--- config.mk ---
export PLATFORM = sky130hd
export DESIGN_NAME = seq_branch_cmp
export DESIGN_NICKNAME = d
export VERILOG_FILES = /design/src/rtl/seq_branch_cmp_pkg.sv /design/src/rtl/seq_branch_cmp_chunk_cmp.sv /design/src/rtl/seq_branch_cmp.sv
export SDC_FILE = /design/constraint.sdc
export NUM_CORES = 1
export LEC_CHECK = 0
export BUFFER_PORTS_ARGS = -buffer_cell sky130_fd_sc_hd__buf_2
export CAP_MARGIN = 5
export CORE_UTILIZATION = 49
export DETAILED_ROUTE_END_ITERATION = 8
export PLACE_DENSITY = 0.85
export SETUP_SLACK_MARGIN = 0.2
export SLEW_MARGIN = 5
export SYNTH_ARGS = -nofsm -noshare
export SYNTH_HDL_FRONTEND = slang
export SYNTH_SLANG_ARGS = --single-unit
export TNS_END_PERCENT = 1
--- constraint.sdc ---
create_clock -name clk -period 3.4 [get_ports clk]
set_input_delay 0.34 -clock clk [delete_from_list [all_inputs] [get_ports clk]]
set_output_delay 0.34 -clock clk [all_outputs]
set_load 0.03 [all_outputs]
--- src/rtl/seq_branch_cmp_pkg.sv ---
// Shared encodings for the multi-cycle branch comparator: compare modes and FSM states.
package seq_branch_cmp_pkg;

    // Compare mode encoding (3'b110 / 3'b111 are reserved and always resolve to 0).
    localparam logic [2:0] CMP_EQ  = 3'b000;
    localparam logic [2:0] CMP_NE  = 3'b001;
    localparam logic [2:0] CMP_LT  = 3'b010;
    localparam logic [2:0] CMP_GE  = 3'b011;
    localparam logic [2:0] CMP_LTU = 3'b100;
    localparam logic [2:0] CMP_GEU = 3'b101;

    // Controller states.
    typedef enum logic [1:0] {
        ST_IDLE = 2'd0,
        ST_RUN  = 2'd1,
        ST_DONE = 2'd2
    } cmpState;

endpackage

--- src/rtl/seq_branch_cmp_chunk_cmp.sv ---
// Combinational compare of one operand chunk. When signed_top is set the chunk
// holds the operand sign bit, so that bit is inverted to turn a two's-complement
// ordering into an unsigned one.
module chunk_cmp #(
    parameter int CHUNK = 8
) (
    input  logic [CHUNK-1:0] chunk_a,
    input  logic [CHUNK-1:0] chunk_b,
    input  logic             signed_top,
    output logic             chunk_eq,
    output logic             chunk_lt
);

    logic [CHUNK-1:0] topMask;
    logic [CHUNK-1:0] biasedA;
    logic [CHUNK-1:0] biasedB;

    // Bias the sign bit when required, then compare as unsigned.
    always_comb begin
        // NOTE: every always_comb output gets a default first so no path leaves it unassigned (no latch).
        topMask            = '0;
        topMask[CHUNK-1]   = signed_top;
        biasedA            = chunk_a ^ topMask;
        biasedB            = chunk_b ^ topMask;
        chunk_eq           = (chunk_a == chunk_b);
        chunk_lt           = (biasedA < biasedB);
    end

endmodule

--- src/rtl/seq_branch_cmp.sv ---
// Multi-cycle branch comparator. Operands are captured on start and compared one
// chunk per cycle from the most significant chunk down, stopping at the first
// chunk that differs. Results are only updated when a compare completes, so a
// flush or an ignored start never disturbs the last published result.
module seq_branch_cmp
    import seq_branch_cmp_pkg::*;
#(
    parameter int WIDTH = 32,
    parameter int CHUNK = 8,
    parameter int CW    = $clog2(WIDTH / CHUNK) + 1
) (
    input  logic             clk,
    input  logic             rst_n,
    input  logic             start,
    input  logic             flush,
    input  logic [2:0]       mode,
    input  logic [WIDTH-1:0] a,
    input  logic [WIDTH-1:0] b,
    output logic             busy,
    output logic             done,
    output logic             result,
    output logic             eq,
    output logic             lt,
    output logic [CW-1:0]    ncmp
);

    localparam int N  = WIDTH / CHUNK;
    localparam int IW = (N > 1) ? $clog2(N) : 1;

    cmpState          state;
    cmpState          stateNext;

    logic [WIDTH-1:0] aReg;
    logic [WIDTH-1:0] bReg;
    logic [2:0]       modeReg;
    logic [IW-1:0]    idx;
    logic [CW-1:0]    cnt;

    logic [CHUNK-1:0] chunkA;
    logic [CHUNK-1:0] chunkB;
    logic             signedTop;
    logic             chunkEq;
    logic             chunkLt;
    logic             lastChunk;
    logic             finish;
    logic             modeResult;
    logic             accept;

    assign chunkA    = aReg[idx*CHUNK +: CHUNK];
    assign chunkB    = bReg[idx*CHUNK +: CHUNK];
    assign signedTop = ((modeReg == CMP_LT) || (modeReg == CMP_GE)) && (idx == IW'(N - 1));
    assign lastChunk = (idx == '0);
    assign finish    = !chunkEq || lastChunk;
    assign accept    = (state != ST_RUN) && start && !flush;

    assign busy = (state == ST_RUN);
    assign done = (state == ST_DONE);

    chunk_cmp #(
        .CHUNK(CHUNK)
    ) u_chunk_cmp (
        .chunk_a    (chunkA),
        .chunk_b    (chunkB),
        .signed_top (signedTop),
        .chunk_eq   (chunkEq),
        .chunk_lt   (chunkLt)
    );

    // Branch condition for the captured mode, given the current chunk outcome.
    always_comb begin
        modeResult = 1'b0;
        case (modeReg)
            CMP_EQ:          modeResult = chunkEq;
            CMP_NE:          modeResult = !chunkEq;
            CMP_LT, CMP_LTU: modeResult = chunkLt;
            CMP_GE, CMP_GEU: modeResult = !chunkLt;
            default:         modeResult = 1'b0;
        endcase
    end

    // State register.
    always_ff @(posedge clk or negedge rst_n) begin
        // NOTE: sequential state uses non-blocking assignment so every register samples pre-edge values.
        if (!rst_n) begin
            state <= ST_IDLE;
        end else begin
            state <= stateNext;
        end
    end

    // Next-state logic; flush overrides everything, including a simultaneous start.
    always_comb begin
        stateNext = state;
        if (flush) begin
            stateNext = ST_IDLE;
        end else begin
            case (state)
                ST_IDLE: if (start) stateNext = ST_RUN;
                ST_RUN:  if (finish) stateNext = ST_DONE;
                ST_DONE: stateNext = start ? ST_RUN : ST_IDLE;
                default: stateNext = ST_IDLE;
            endcase
        end
    end

    // Operand capture, chunk walk and result registers.
    always_ff @(posedge clk or negedge rst_n) begin
        if (!rst_n) begin
            aReg    <= '0;
            bReg    <= '0;
            modeReg <= CMP_EQ;
            idx     <= '0;
            cnt     <= '0;
            result  <= 1'b0;
            eq      <= 1'b0;
            lt      <= 1'b0;
            ncmp    <= '0;
        end else if (accept) begin
            aReg    <= a;
            bReg    <= b;
            modeReg <= mode;
            idx     <= IW'(N - 1);
            cnt     <= '0;
        end else if (state == ST_RUN && !flush) begin
            cnt <= cnt + CW'(1);
            if (finish) begin
                eq     <= chunkEq;
                lt     <= chunkLt;
                result <= modeResult;
                ncmp   <= cnt + CW'(1);
            end else begin
                idx <= idx - IW'(1);
            end
        end
    end

endmodule

After elaboration in Yosys (flattened, before gate mapping). Cells that the tools add are included.

Bits in registers: 80. Latch bits: 0. Memory bits (writable): 0. Bits in read-only memories: 0. Input bits: 71. Output and inout port bits: 8. Logic and storage cells: 60. Memories: 0.

Add/sub/neg operators: 2. Multiply operators: 0. Divide/modulo/power cells: 0. $lt $le $gt $ge: 1. Eq/ne operators: 13. Shift-type cells: 2. Mux-type cells: 11. Bitwise logic cells: 3. Reductions and logical operators: 18.

Operator list (count): indexed part select 32 x 6 -> 8 bit (2); bitwise XOR 8 bit (2); two-way mux 2 bit (6); == test 8 bit (1); < comparator 8 bit (1); == test 3 x 2 -> 1 bit (second input constant) (2); == test 3 bit (second input constant) (2); two-way mux 3 bit (2); one-hot mux 2 bit (3 select lines) (1); == test 2 bit (second input constant) (2); logical AND 1 bit (4); zero test 2 bit (2); inequality test 2 x 1 -> 1 bit (second input constant) (2); one-hot mux 1 bit (4 select lines) (1); AND reduction 2 bit (2); OR reduction 2 bit (2); adder 3 x 1 -> 3 bit (second input constant) (1); == test 3 x 1 -> 1 bit (second input constant) (1); zero test 1 bit (3); zero test 3 bit (1); inequality test 3 x 2 -> 1 bit (second input constant) (1); inequality test 3 bit (second input constant) (1); AND reduction 3 bit (1); == test 2 x 1 -> 1 bit (second input constant) (1); 5 further kinds (6).

Logic depth before layout (Yosys ltp).
Depth after elaboration: 7. Mapped depth: 11. Depth with buffers taken out: 9.

Modules after synthesis. From an unflattened synthesis, not the netlist that was laid out.

Cells, all modules: 250. Area total of the unflattened synthesis: 3736.1 sq um.

Modules (own cells, without submodules): seq_branch_cmp (instances 1, cells each 221, area an instance 3524.6 sq um, seq. area each 2001.9 sq um); chunk_cmp (instances 1, cells each 29, area an instance 211.5 sq um, seq. area each 0.0 sq um).

Least setup slack after synthesis. No wires, ideal clock.

Path kind: reg2reg. Start: register idx[0]. End: register lt. Library setup time: 128 ps. Arrival time: 2978 ps. Path slack: 295 ps. Cell stages (with the launch flop): 10. Cell sequence: dfrtp_1 -> buf_6 -> buf_1 -> mux4_2 -> ha_1 -> nand4_1 -> or2_2 -> o31a_1 -> buf_2 -> mux2_1.

Word-level cells in the longest chain between the ends: 5.

Ends and longest elaborated chain: start, declared (RTL line seq_branch_cmp.sv:36) `logic [IW-1:0] idx;`; start signal, assigned (RTL line seq_branch_cmp.sv:122) `idx <= IW'(N - 1);`; start signal, assigned (RTL line seq_branch_cmp.sv:132) `idx <= idx - IW'(1);`; branches (longest 5 deep; another with < comparator 8 bit); end signal, assigned (RTL line seq_branch_cmp.sv:128) `lt <= chunkLt;`; end, declared (RTL line seq_branch_cmp.sv:23) `output logic lt,`.

Parallel ways; which one is timed is not known. A chain may end at the register's enable or synchronous reset.

Final worst setup path.
Start: register idx[1]. End: register result.

Word-level cells in the longest chain between the ends: 6.

Ends and longest elaborated chain: branches (longest 6 deep; another with < comparator 8 bit); end signal, assigned (RTL line seq_branch_cmp.sv:129) `result <= modeResult;`; end, declared (RTL line seq_branch_cmp.sv:21) `output logic result,`.

Parallel ways; which one is timed is not known.

==> results.md <==
* Clock Tree Root: clkbuf_8
* DRT iter0 DRCs at just over 90
* Cells on worst reg2reg path at 7
* CTS tree: built
* Synth cell count leaders: 80 x dfrtp_1, 68 x mux2_2, 11 x ha_1, 11 x mux4_2, 10 x inv_1
* Max-slew violation count at 0
* Global-route wire length before repair at 12.0 mm
* Worst min path class: input pin to asynchronous set/reset pin
* DR DRC count at 0
* Chip width at roughly 90 um
* Largest net degree at the start of global routing at a little over 80
* Post-route ant nets at 0
* RSZ-0062 raised after global routing: no
* Critical path, cell by cell: mux4_2 -> ha_1 -> nand4_1 -> or2_2 -> or3_1 -> a211o_1 -> a31oi_1
* Antenna violations before repair at 0
* Setup Fix Bufs, Post-CTS at 0
* CTS Hold Buffers Added at 0
* Ports at 79
* Slew @ Worst Pin at ~1000 ps
* Overall power at 0.00243 W
* Mapped cell area at between 3000 and 4000 sq um
* Setup crit end kind: flip-flop
* R2R Path End: result
* Clk sinks at 80
* Worst skew pair latency at 350 ps
* Antenna Diode Count at 0
* Core ar. at around 7300 sq um
* Port buffer count at 78
* Outcome: complete, no violations
* Layout cell share with drive strength beyond 1 at 0.530
* Dpl hpwl at ~5.1 mm
* Async set or reset register ratio after synthesis at 1.00
* TNS Setup at 0 ps
* FILL cells at between 600 and 700
* Netlist cell types at 34
* # rows at 31
* Area share of the largest cell type after synthesis at 0.537
* Syn Inst Count at 251
* #FFs+latches synth at 80
* Max incr delay on CP at 820 ps
* GRT Resource Usage Total at 0.206
* Tmin final at 2870 ps
* WS Path Type: flip-flop to flip-flop
* GP Congestion at 0.783
* Seq/Total Area, Yosys at 0.537
* Worst Skew at between 10 and 15 ps
* Clk slew on worst S/H paths at roughly 80 ps
* CP max stage cell: dfrtp_1
* Synth Area per Inst at roughly 15 sq um
* Vias in the first global route at 2,549
* Worst endpoint required time at between 3000 and 4000 ps
* Pre-antenna DRT Iters at 4
* H-tree Lvls at 3
* WL final at approximately 7 mm
* Slew HR at 0.337
* Avg Vias per Cell at 5.23
* CP Launch Point: idx[1]
* Nets at 413
* Vias at roughly 2.3k
* # resized after CTS at 0
* Initial core utilization at 0.511
* Leakage at around 2.0 nW
* Overflow after GRT at 0
* Peak Freq at ~0.35 GHz
* Area growth from synthesis to layout at 18.1%
* Routed len/inst at 16.1 um
* End point of the critical path: result
* Final setup violation count at 0
* Number of flops mapped to enable cells by yosys at 0
* Most frequent cell after synthesis: dfrtp_1
* Critical path arrival at ~3200 ps
* Syn Nets at approximately 330
* Synth warn at 0
* Die area at 7950 sq um
* Reg2reg start: idx[1]
* Ranking of synthesized cells by area: dfrtp_1 54%, mux2_2 21%, mux4_2 6.7%, ha_1 3.7%, mux4_1 3.5%
* Startpoint Class: flip-flop
* R2R Setup Slk at roughly 530 ps
* CP Max Fanout at 18
* P per Cell Area at 551 nW/um^2
* Crit share post-route at 0.844
* Max_cap viols at 0
* Largest area contributor in the netlist: dfrtp_1
* Most common flop cell mapped by yosys: dfrtp_1
* Die Ht at about 89 um
* Num CTS Buffers at 9
* IR Drop Worst-Case VDD at between 300 and 400 uV
* Hold Fails Final Rpt at 0
* Clk buf depth at 2
-- registers in the layout, indices dropped and copies added (netlist names) --
name / count
ncmp: 3
eq: 1
idx: 2
cnt: 3
state: 2
result: 1
modeReg: 3
aReg: 32
lt: 1
bReg: 32
-- power breakdown --
| part | total, W | internal (W) | switching, W |
|---|---|---|---|
| logic | 0.000548 | 0.000304 | 0.000244 |
| clock network | 0.000654 | 0.000325 | 0.000329 |
| registers | 0.00122 | 0.00113 | 0.0000974 |
| total | 0.00243 | 0.00176 | 0.000670 |
-- cell families after synthesis --
kind of cell / Yosys count / share of synthesized area
compound gates: 16 / 0.0259
xor+xnor: 6 / 0.0141
fa+ha+maj: 11 / 0.0369
buf+inv: 22 / 0.0245
flops: 80 / 0.537
mux: 88 / 0.319
simple gates: 28 / 0.0423
-- worst min path at each step --
stage	startpoint	depth (start not counted)	slack (ps)	to
2_1_floorplan	rst_n	0	40	aReg[0]
3_3_place_gp	lt	1	460	lt
3_5_place_dp	bReg[4]	1	490	bReg[4]
4_1_cts	rst_n	1	190	modeReg[1]
5_1_grt	rst_n	1	210	aReg[15]
6_report	rst_n	1	140	aReg[15]
-- metal layers --
metal	track usage	up-vias	routed length, um
met5	0	-	0
met4	0.110	0	259
met3	0.0452	24	255
met2	0.353	66	3550
met1	0.245	1111	2930
li1	-	1074	-
-- metrics by stage --
step	hold slack (ps)	std cells	util	worst slack, ps	area (sq um)
finish	136	435	0.603	532	4400
global route	208	435	0.603	389	4400
CTS	187	435	0.603	520	4400
detailed placement	488	419	0.578	549	4220
global placement	464	419	0.578	630	4220
floorplan	44.4	251	-	295	3720
-- layout make-up --
class,count,area (sq um),area share
clock buffer,14,173,0.0392
clock inverter,2,12.5,0.00284
inverter,10,37.5,0.00853
multi-input combinational,149,1640,0.372
sequential,80,2000,0.455
tap,99,124,0.0281
timing repair buffer,81,415,0.0944
-- layout by cell type, fill, tap and decap left out, types with 4 or more instances in the layout --
cell type	synthesis	layout
ha_1	11	11
dfrtp_1	80	80
o21ai_0	6	6
nor2_1	8	8
mux4_1	5	5
mux2_2	68	68
a21oi_1	4	4
inv_1	10	10
buf_2	1	77
clkbuf_8	0	12
mux4_2	11	11
buf_4	0	4
-- worst max-delay path, delay by kind of cell, from the launching register on --
family	cells	cell delay, ps
fa+ha+maj	1	320
compound gates	2	450
simple gates	3	770
mux	1	420
flops	1	820
(Power assumes the default switching activity.)
